==> config.mk <==
export PLATFORM = sky130hd
export DESIGN_NAME = shift_rot_seq
export DESIGN_NICKNAME = d
export VERILOG_FILES = /design/src/rtl/shift_pkg.sv /design/src/rtl/shift_step_1.sv /design/src/rtl/shift_rot_seq.sv
export SDC_FILE = /design/constraint.sdc
export NUM_CORES = 1
export LEC_CHECK = 0
export ABC_CLOCK_PERIOD_IN_PS = 1100
export BUFFER_PORTS_ARGS = -buffer_cell sky130_fd_sc_hd__buf_2
export CAP_MARGIN = 20
export CORE_MARGIN = 5
export CORE_UTILIZATION = 45
export CTS_BUF_LIST = sky130_fd_sc_hd__clkbuf_4 sky130_fd_sc_hd__clkbuf_8
export DETAILED_ROUTE_END_ITERATION = 10
export PLACE_DENSITY = 0.75
export SYNTH_ARGS = -nofsm -noshare
export SYNTH_HDL_FRONTEND = slang
export SYNTH_SLANG_ARGS = --single-unit
==> constraint.sdc <==
create_clock -name clk -period 1.1 [get_ports clk]
set_input_delay 0.11 -clock clk [delete_from_list [all_inputs] [get_ports clk]]
set_output_delay 0.11 -clock clk [all_outputs]
set_load 0.02 [all_outputs]
==> src/rtl/shift_pkg.sv <==
// Shared encodings for the sequential shift/rotate unit: operation modes and FSM states.
package shift_pkg;

    // bit0 = direction (0 left, 1 right), bit1 = kind (0 rotate, 1 zero-fill shift)
    localparam logic [1:0] MODE_ROL = 2'b00;
    localparam logic [1:0] MODE_ROR = 2'b01;
    localparam logic [1:0] MODE_SLL = 2'b10;
    localparam logic [1:0] MODE_SRL = 2'b11;

    typedef enum logic [1:0] {
        IDLE = 2'd0,
        BUSY = 2'd1,
        DONE = 2'd2
    } state_t;

endpackage

==> src/rtl/shift_step_1.sv <==
// One-position rotate/shift step; the only datapath network in the unit.
module shift_step_1
    import shift_pkg::*;
#(
    parameter int WIDTH = 8
) (
    input  logic [WIDTH-1:0] data,
    input  logic [1:0]       mode,
    output logic [WIDTH-1:0] stepped
);

    // NOTE: assigning a default before the case keeps this purely combinational (no latch).
    always_comb begin
        stepped = data;
        case (mode)
            MODE_ROL: stepped = {data[WIDTH-2:0], data[WIDTH-1]};
            MODE_ROR: stepped = {data[0], data[WIDTH-1:1]};
            MODE_SLL: stepped = {data[WIDTH-2:0], 1'b0};
            MODE_SRL: stepped = {1'b0, data[WIDTH-1:1]};
            default:  stepped = data;
        endcase
    end

endmodule

==> src/rtl/shift_rot_seq.sv <==
// Multi-cycle shift/rotate unit: accepts an operand, steps it one bit per clock,
// then holds the result on a valid/ready output until it is taken.
module shift_rot_seq
    import shift_pkg::*;
#(
    parameter  int WIDTH = 8,
    localparam int AW    = $clog2(WIDTH)
) (
    input  logic             clk,
    input  logic             rst,
    input  logic             in_valid,
    output logic             in_ready,
    input  logic [WIDTH-1:0] in_data,
    input  logic [AW-1:0]    in_amt,
    input  logic [1:0]       in_mode,
    output logic             out_valid,
    input  logic             out_ready,
    output logic [WIDTH-1:0] out_data
);

    state_t           state_q, state_d;
    logic [WIDTH-1:0] data_q;
    logic [AW-1:0]    cnt_q;
    logic [1:0]       mode_q;
    logic [WIDTH-1:0] step_data;

    shift_step_1 #(.WIDTH(WIDTH)) u_step (
        .data    (data_q),
        .mode    (mode_q),
        .stepped (step_data)
    );

    // NOTE: state uses non-blocking assignments so every register samples pre-edge values.
    always_ff @(posedge clk) begin
        if (rst) begin
            state_q <= IDLE;
            data_q  <= '0;
            cnt_q   <= '0;
            mode_q  <= '0;
        end else begin
            state_q <= state_d;
            case (state_q)
                IDLE: begin
                    if (in_valid) begin
                        data_q <= in_data;
                        cnt_q  <= in_amt;
                        mode_q <= in_mode;
                    end
                end
                BUSY: begin
                    data_q <= step_data;
                    cnt_q  <= cnt_q - AW'(1);
                end
                default: ;
            endcase
        end
    end

    always_comb begin
        state_d = state_q;
        case (state_q)
            IDLE:    if (in_valid) state_d = (in_amt == '0) ? DONE : BUSY;
            BUSY:    if (cnt_q == AW'(1)) state_d = DONE;
            DONE:    if (out_ready) state_d = IDLE;
            default: state_d = IDLE;
        endcase
    end

    // Outputs decode registers only; in_ready never sees in_valid or out_ready.
    assign in_ready  = (state_q == IDLE) && !rst;
    assign out_valid = (state_q == DONE);
    assign out_data  = data_q;

endmodule

==> flow_summary_export.csv <==
group,metric,value,unit
outcome,run_status,"complete, but fails checks",
outcome,violations_in_the_final_reports,"negative setup slack",
power_and_ir_drop,intPower,0.00114,W
clock_network,worstSkewPairLatency,0.28,ns
logic_synthesis,synth.top_cell.area_share,33.7,%
worst_setup_path,critPathSlowestCell,"sky130_fd_sc_hd__dfxtp_4",
hold_path,hold_start,"in_mode[1]",
clock_network,tritoncts,"built",
power_and_ir_drop,clk_network_pwr_share,20.3,%
clock_network,clk_root_buffer_cell,"sky130_fd_sc_hd__clkbuf_4",
power_and_ir_drop,sw_frac_of_total,34.3,%
worst_setup_path,cp_cell_sequence,"buf_6 > buf_12 > clkinvlp_4 > a221oi_2 > nor2_1",
timing,setup-tns-final,-1.58,ns
worst_setup_path,worst_setup_path_start_kind,"register",
timing,worst_clock_skew,0.00349,ns
timing,rsz0062_at_grt,"true",
logic_synthesis,synth-warning-count,0,
worst_setup_path,critPathMaxFanout,6,
cells_and_area,diodes,0,
global_route,globalRoute.totalOverflow,0,
global_route,global_route_wire_length_before_repair,4.25,mm
logic_synthesis,synth.cell_area,892,µm²
hold_path,holdPathStages,3,
routing,final_routed_wirelength_across_all_metal_layers,2.78,mm
place,placedInstanceArea,1180,µm²
place,gpl.final_weighted_congestion,0.768,
worst_setup_path,worstPathArrival,1.44,ns
hold_path,endpoint_of_the_worst_hold_path,"mode_q[1]",
cells_and_area,syn_to_final_growth,54.1,%
place,port_buf_inserts,26,
timing,period_share,114,%
timing,tightestPinTransition,0.406,ns
timing,max_freq,794,MHz
cells_and_area,finish.utilization,71.5,%
timing,final_max_slew_viol_count,0,
worst_setup_path,critical_path_buf_inv_count,3,
logic_synthesis,yosys-top-cells-area,"sky130_fd_sc_hd__dfxtp_1, sky130_fd_sc_hd__mux2_4, sky130_fd_sc_hd__a221oi_1",
clock_network,clockBufferDepth,2,
floorplanning,die_wd,54.5,µm
worst_setup_path,critPathMaxStageDelay,0.40,ns
timing,worst_slew_margin,72.7,%
routing,antenna_violating_nets_post_route,0,
place,dp_hpwl,1.68,mm
clock_network,tritoncts.num_buffers,3,
floorplanning,fp-row-count,16,
power_and_ir_drop,combinationalPowerShare,40.1,%
logic_synthesis,mean_instance_size_in_the_synthesized_netlist,9.29,µm²
routing,num_vias,912,
clock_network,htree_num_levels,1,
floorplanning,die-area,2970,µm²
hold_path,min-delay-path-class,"input port to register",
cells_and_area,layout.nets,160,
power_and_ir_drop,seqPwrFrac,39.6,%
timing,finalSetupViolCount,16,
cells_and_area,layout_common_cells,"sky130_fd_sc_hd__buf_2, sky130_fd_sc_hd__buf_4, sky130_fd_sc_hd__nor2_1, sky130_fd_sc_hd__dfxtp_1, sky130_fd_sc_hd__a221oi_2",
timing,hold_viol_final,0,
routing,drt_iter0_markers,17,
worst_setup_path,cp.depth,5,
power_and_ir_drop,power_per_cell_area,1260,nW/µm²
run,maxCapViolCount,0,
power_and_ir_drop,total_switching_power,0.000592,W
routing,drc,0,
worst_setup_path,worst-endpoint-required,1.28,ns
worst_setup_path,rr_worst_depth,5,
floorplanning,floorplan.die.height,54.5,µm
worst_setup_path,terminus_of_the_critical_flop_to_flop_path,"out_data[1]",
logic_synthesis,yosys_register_bits,15,
cells_and_area,design_area,1380,µm²
global_route,grt_start_max_net_pins,10,
routing,drt_pre_antenna_iters,4,
clock_network,cts.sink_count,15,
logic_synthesis,synth_cells,96,
worst_setup_path,rr_startpoint,"state_q[0]",
global_route,via_count_of_the_first_global_routing_pass,938,
floorplanning,floorplan.initialDensity,46.4,%
cells_and_area,layout.cells.most_common,"sky130_fd_sc_hd__buf_2",
power_and_ir_drop,ir_drop,0.814,mV
logic_synthesis,synth.net_count,115,
power_and_ir_drop,total_power,0.00173,W
worst_setup_path,critical_path.top_delay_family,"flip-flops",
worst_setup_path,r2r_slack,-0.16,ns
floorplanning,placeableCoreArea,1920,µm²
power_and_ir_drop,reported_leakage_power,0.594,nW
worst_setup_path,worst-setup-path-type,"register to register",
global_route,grt_antenna_before_repair,0,
place,place_ws,-0.209,ns
routing,wl_per_cell,16.6,µm
clock_network,cts.reportedPaths.clkPinSlew,0.10,ns
timing,setup_ws,-0.159,ns
cells_and_area,fraction_of_layout_instances_using_a_drive_strength_above_1,60.7,%
routing,via_per_inst,5.46,
floorplanning,ioPinCount,27,
timing,period_minus_slack,1.26,ns
logic_synthesis,yosys.cell_types.count,35,
logic_synthesis,synth_seq_area_share,33.7,%
global_route,grt.total_usage,20.2,%
worst_setup_path,timing.critical_path.to_type,"register",
logic_synthesis,synth_top_cell_by_area,"sky130_fd_sc_hd__dfxtp_1",
==> power by group through the flow <==
stage	Clock [W]	Sequential (W)	Combinational, W
floorplan	0	0.000703	0.000363
global placement	0	0.000696	0.000535
detailed placement	0	0.000700	0.000549
CTS	0.000353	0.000676	0.000646
global route	0.000376	0.000693	0.000740
finish	0.000351	0.000685	0.000693
==> flip-flops by register name (all words and copies together), names as in the netlist <==
signal and cells:
mode_q 2, cnt_q 3, out_data 8, state_q 2
==> how the worst max path moves through the flow <==
stage	startpoint	end	slack [ns]
after floorplan	state_q[1]	state_q[1]	-0.04
after global placement	mode_q[0]	out_data[4]	-0.18
after detailed placement	mode_q[0]	out_data[1]	-0.21
after CTS	state_q[0]	out_data[1]	-0.15
after global routing	state_q[0]	out_data[6]	-0.23
final	state_q[0]	out_data[1]	-0.16
==> layer usage <==
metal	wire length, µm	global-route usage (%)	part of all wire (%)	up-vias
met5	0	0	0	-
met4	53	10.4	1.9	0
met3	105	3.00	3.8	6
met1	1250	24.0	45	437
met2	1360	34.7	49	24
li1	-	-	-	445
==> kinds of logic (layout without fill, tap and decap cells) <==
logic type	Yosys count	in the layout	share of synthesized area [%]
adders and majority gates	2	2	2.80
muxes	9	9	13.5
AOI/OAI and AO/OA	29	29	25.1
DFF	15	15	33.7
and+or+nand+nor	26	26	15.3
buffers and inverters	15	59	9.68
==> worst min-delay path: stages <==
cell and delay, ns:
sky130_fd_sc_hd__buf_2 0.07, sky130_fd_sc_hd__mux2i_1 0.05, sky130_fd_sc_hd__nor2_1 0.07
==> synthesized netlist by cell type <==
library cell and instances:
sky130_fd_sc_hd__dfxtp_1 15, sky130_fd_sc_hd__nor2_1 13, sky130_fd_sc_hd__a221oi_1 7, sky130_fd_sc_hd__inv_1 7, sky130_fd_sc_hd__mux2_4 6, sky130_fd_sc_hd__o21ai_0 6, sky130_fd_sc_hd__buf_6 3, sky130_fd_sc_hd__mux2i_1 3
sky130_fd_sc_hd__nor3_1 3, sky130_fd_sc_hd__a21oi_1 2, sky130_fd_sc_hd__buf_2 2, sky130_fd_sc_hd__ha_1 2, sky130_fd_sc_hd__nand2_1 2, sky130_fd_sc_hd__nor2b_1 2, sky130_fd_sc_hd__o21ai_1 2, sky130_fd_sc_hd__o221a_1 2
sky130_fd_sc_hd__a211oi_1 1, sky130_fd_sc_hd__a21oi_2 1, sky130_fd_sc_hd__a22oi_1 1, sky130_fd_sc_hd__a311o_1 1, sky130_fd_sc_hd__a31oi_1 1, sky130_fd_sc_hd__a32o_1 1, sky130_fd_sc_hd__buf_4 1, sky130_fd_sc_hd__clkbuf_2 1
sky130_fd_sc_hd__clkinv_1 1, sky130_fd_sc_hd__nand2b_1 1, sky130_fd_sc_hd__nand3b_1 1, sky130_fd_sc_hd__nor3b_1 1, sky130_fd_sc_hd__nor3b_2 1, sky130_fd_sc_hd__nor4bb_1 1, sky130_fd_sc_hd__o21ba_2 1, sky130_fd_sc_hd__o21bai_2 1
sky130_fd_sc_hd__o311a_1 1, sky130_fd_sc_hd__o311ai_1 1, sky130_fd_sc_hd__or3b_1 1
==> stage by stage <==
| stage | instances | hold slack [ns] |
|---|---|---|
| floorplan | 96 | 0.250 |
| global placement | 156 | 0.347 |
| detailed placement | 156 | 0.351 |
| CTS | 167 | 0.0551 |
| global route | 167 | 0.0849 |
| finish | 167 | 0.0561 |
==> area by class of cell <==
class | count | area (µm²)
well taps | 27 | 33.8
repair buffers | 47 | 333
multi-input cells | 66 | 633
flip-flops and latches | 15 | 312
clock buffers | 4 | 30.0
inverters | 8 | 33.8
fillers | 148 | 547
==> repair_timing <==
item,in CTS,in global routing
pin swaps,7,9
hold buffers,0,0
buffers inserted,7,0
setup endpoints to repair,17,17
resized for setup,20,7
No activity file was read; power rests on OpenSTA's default activity.
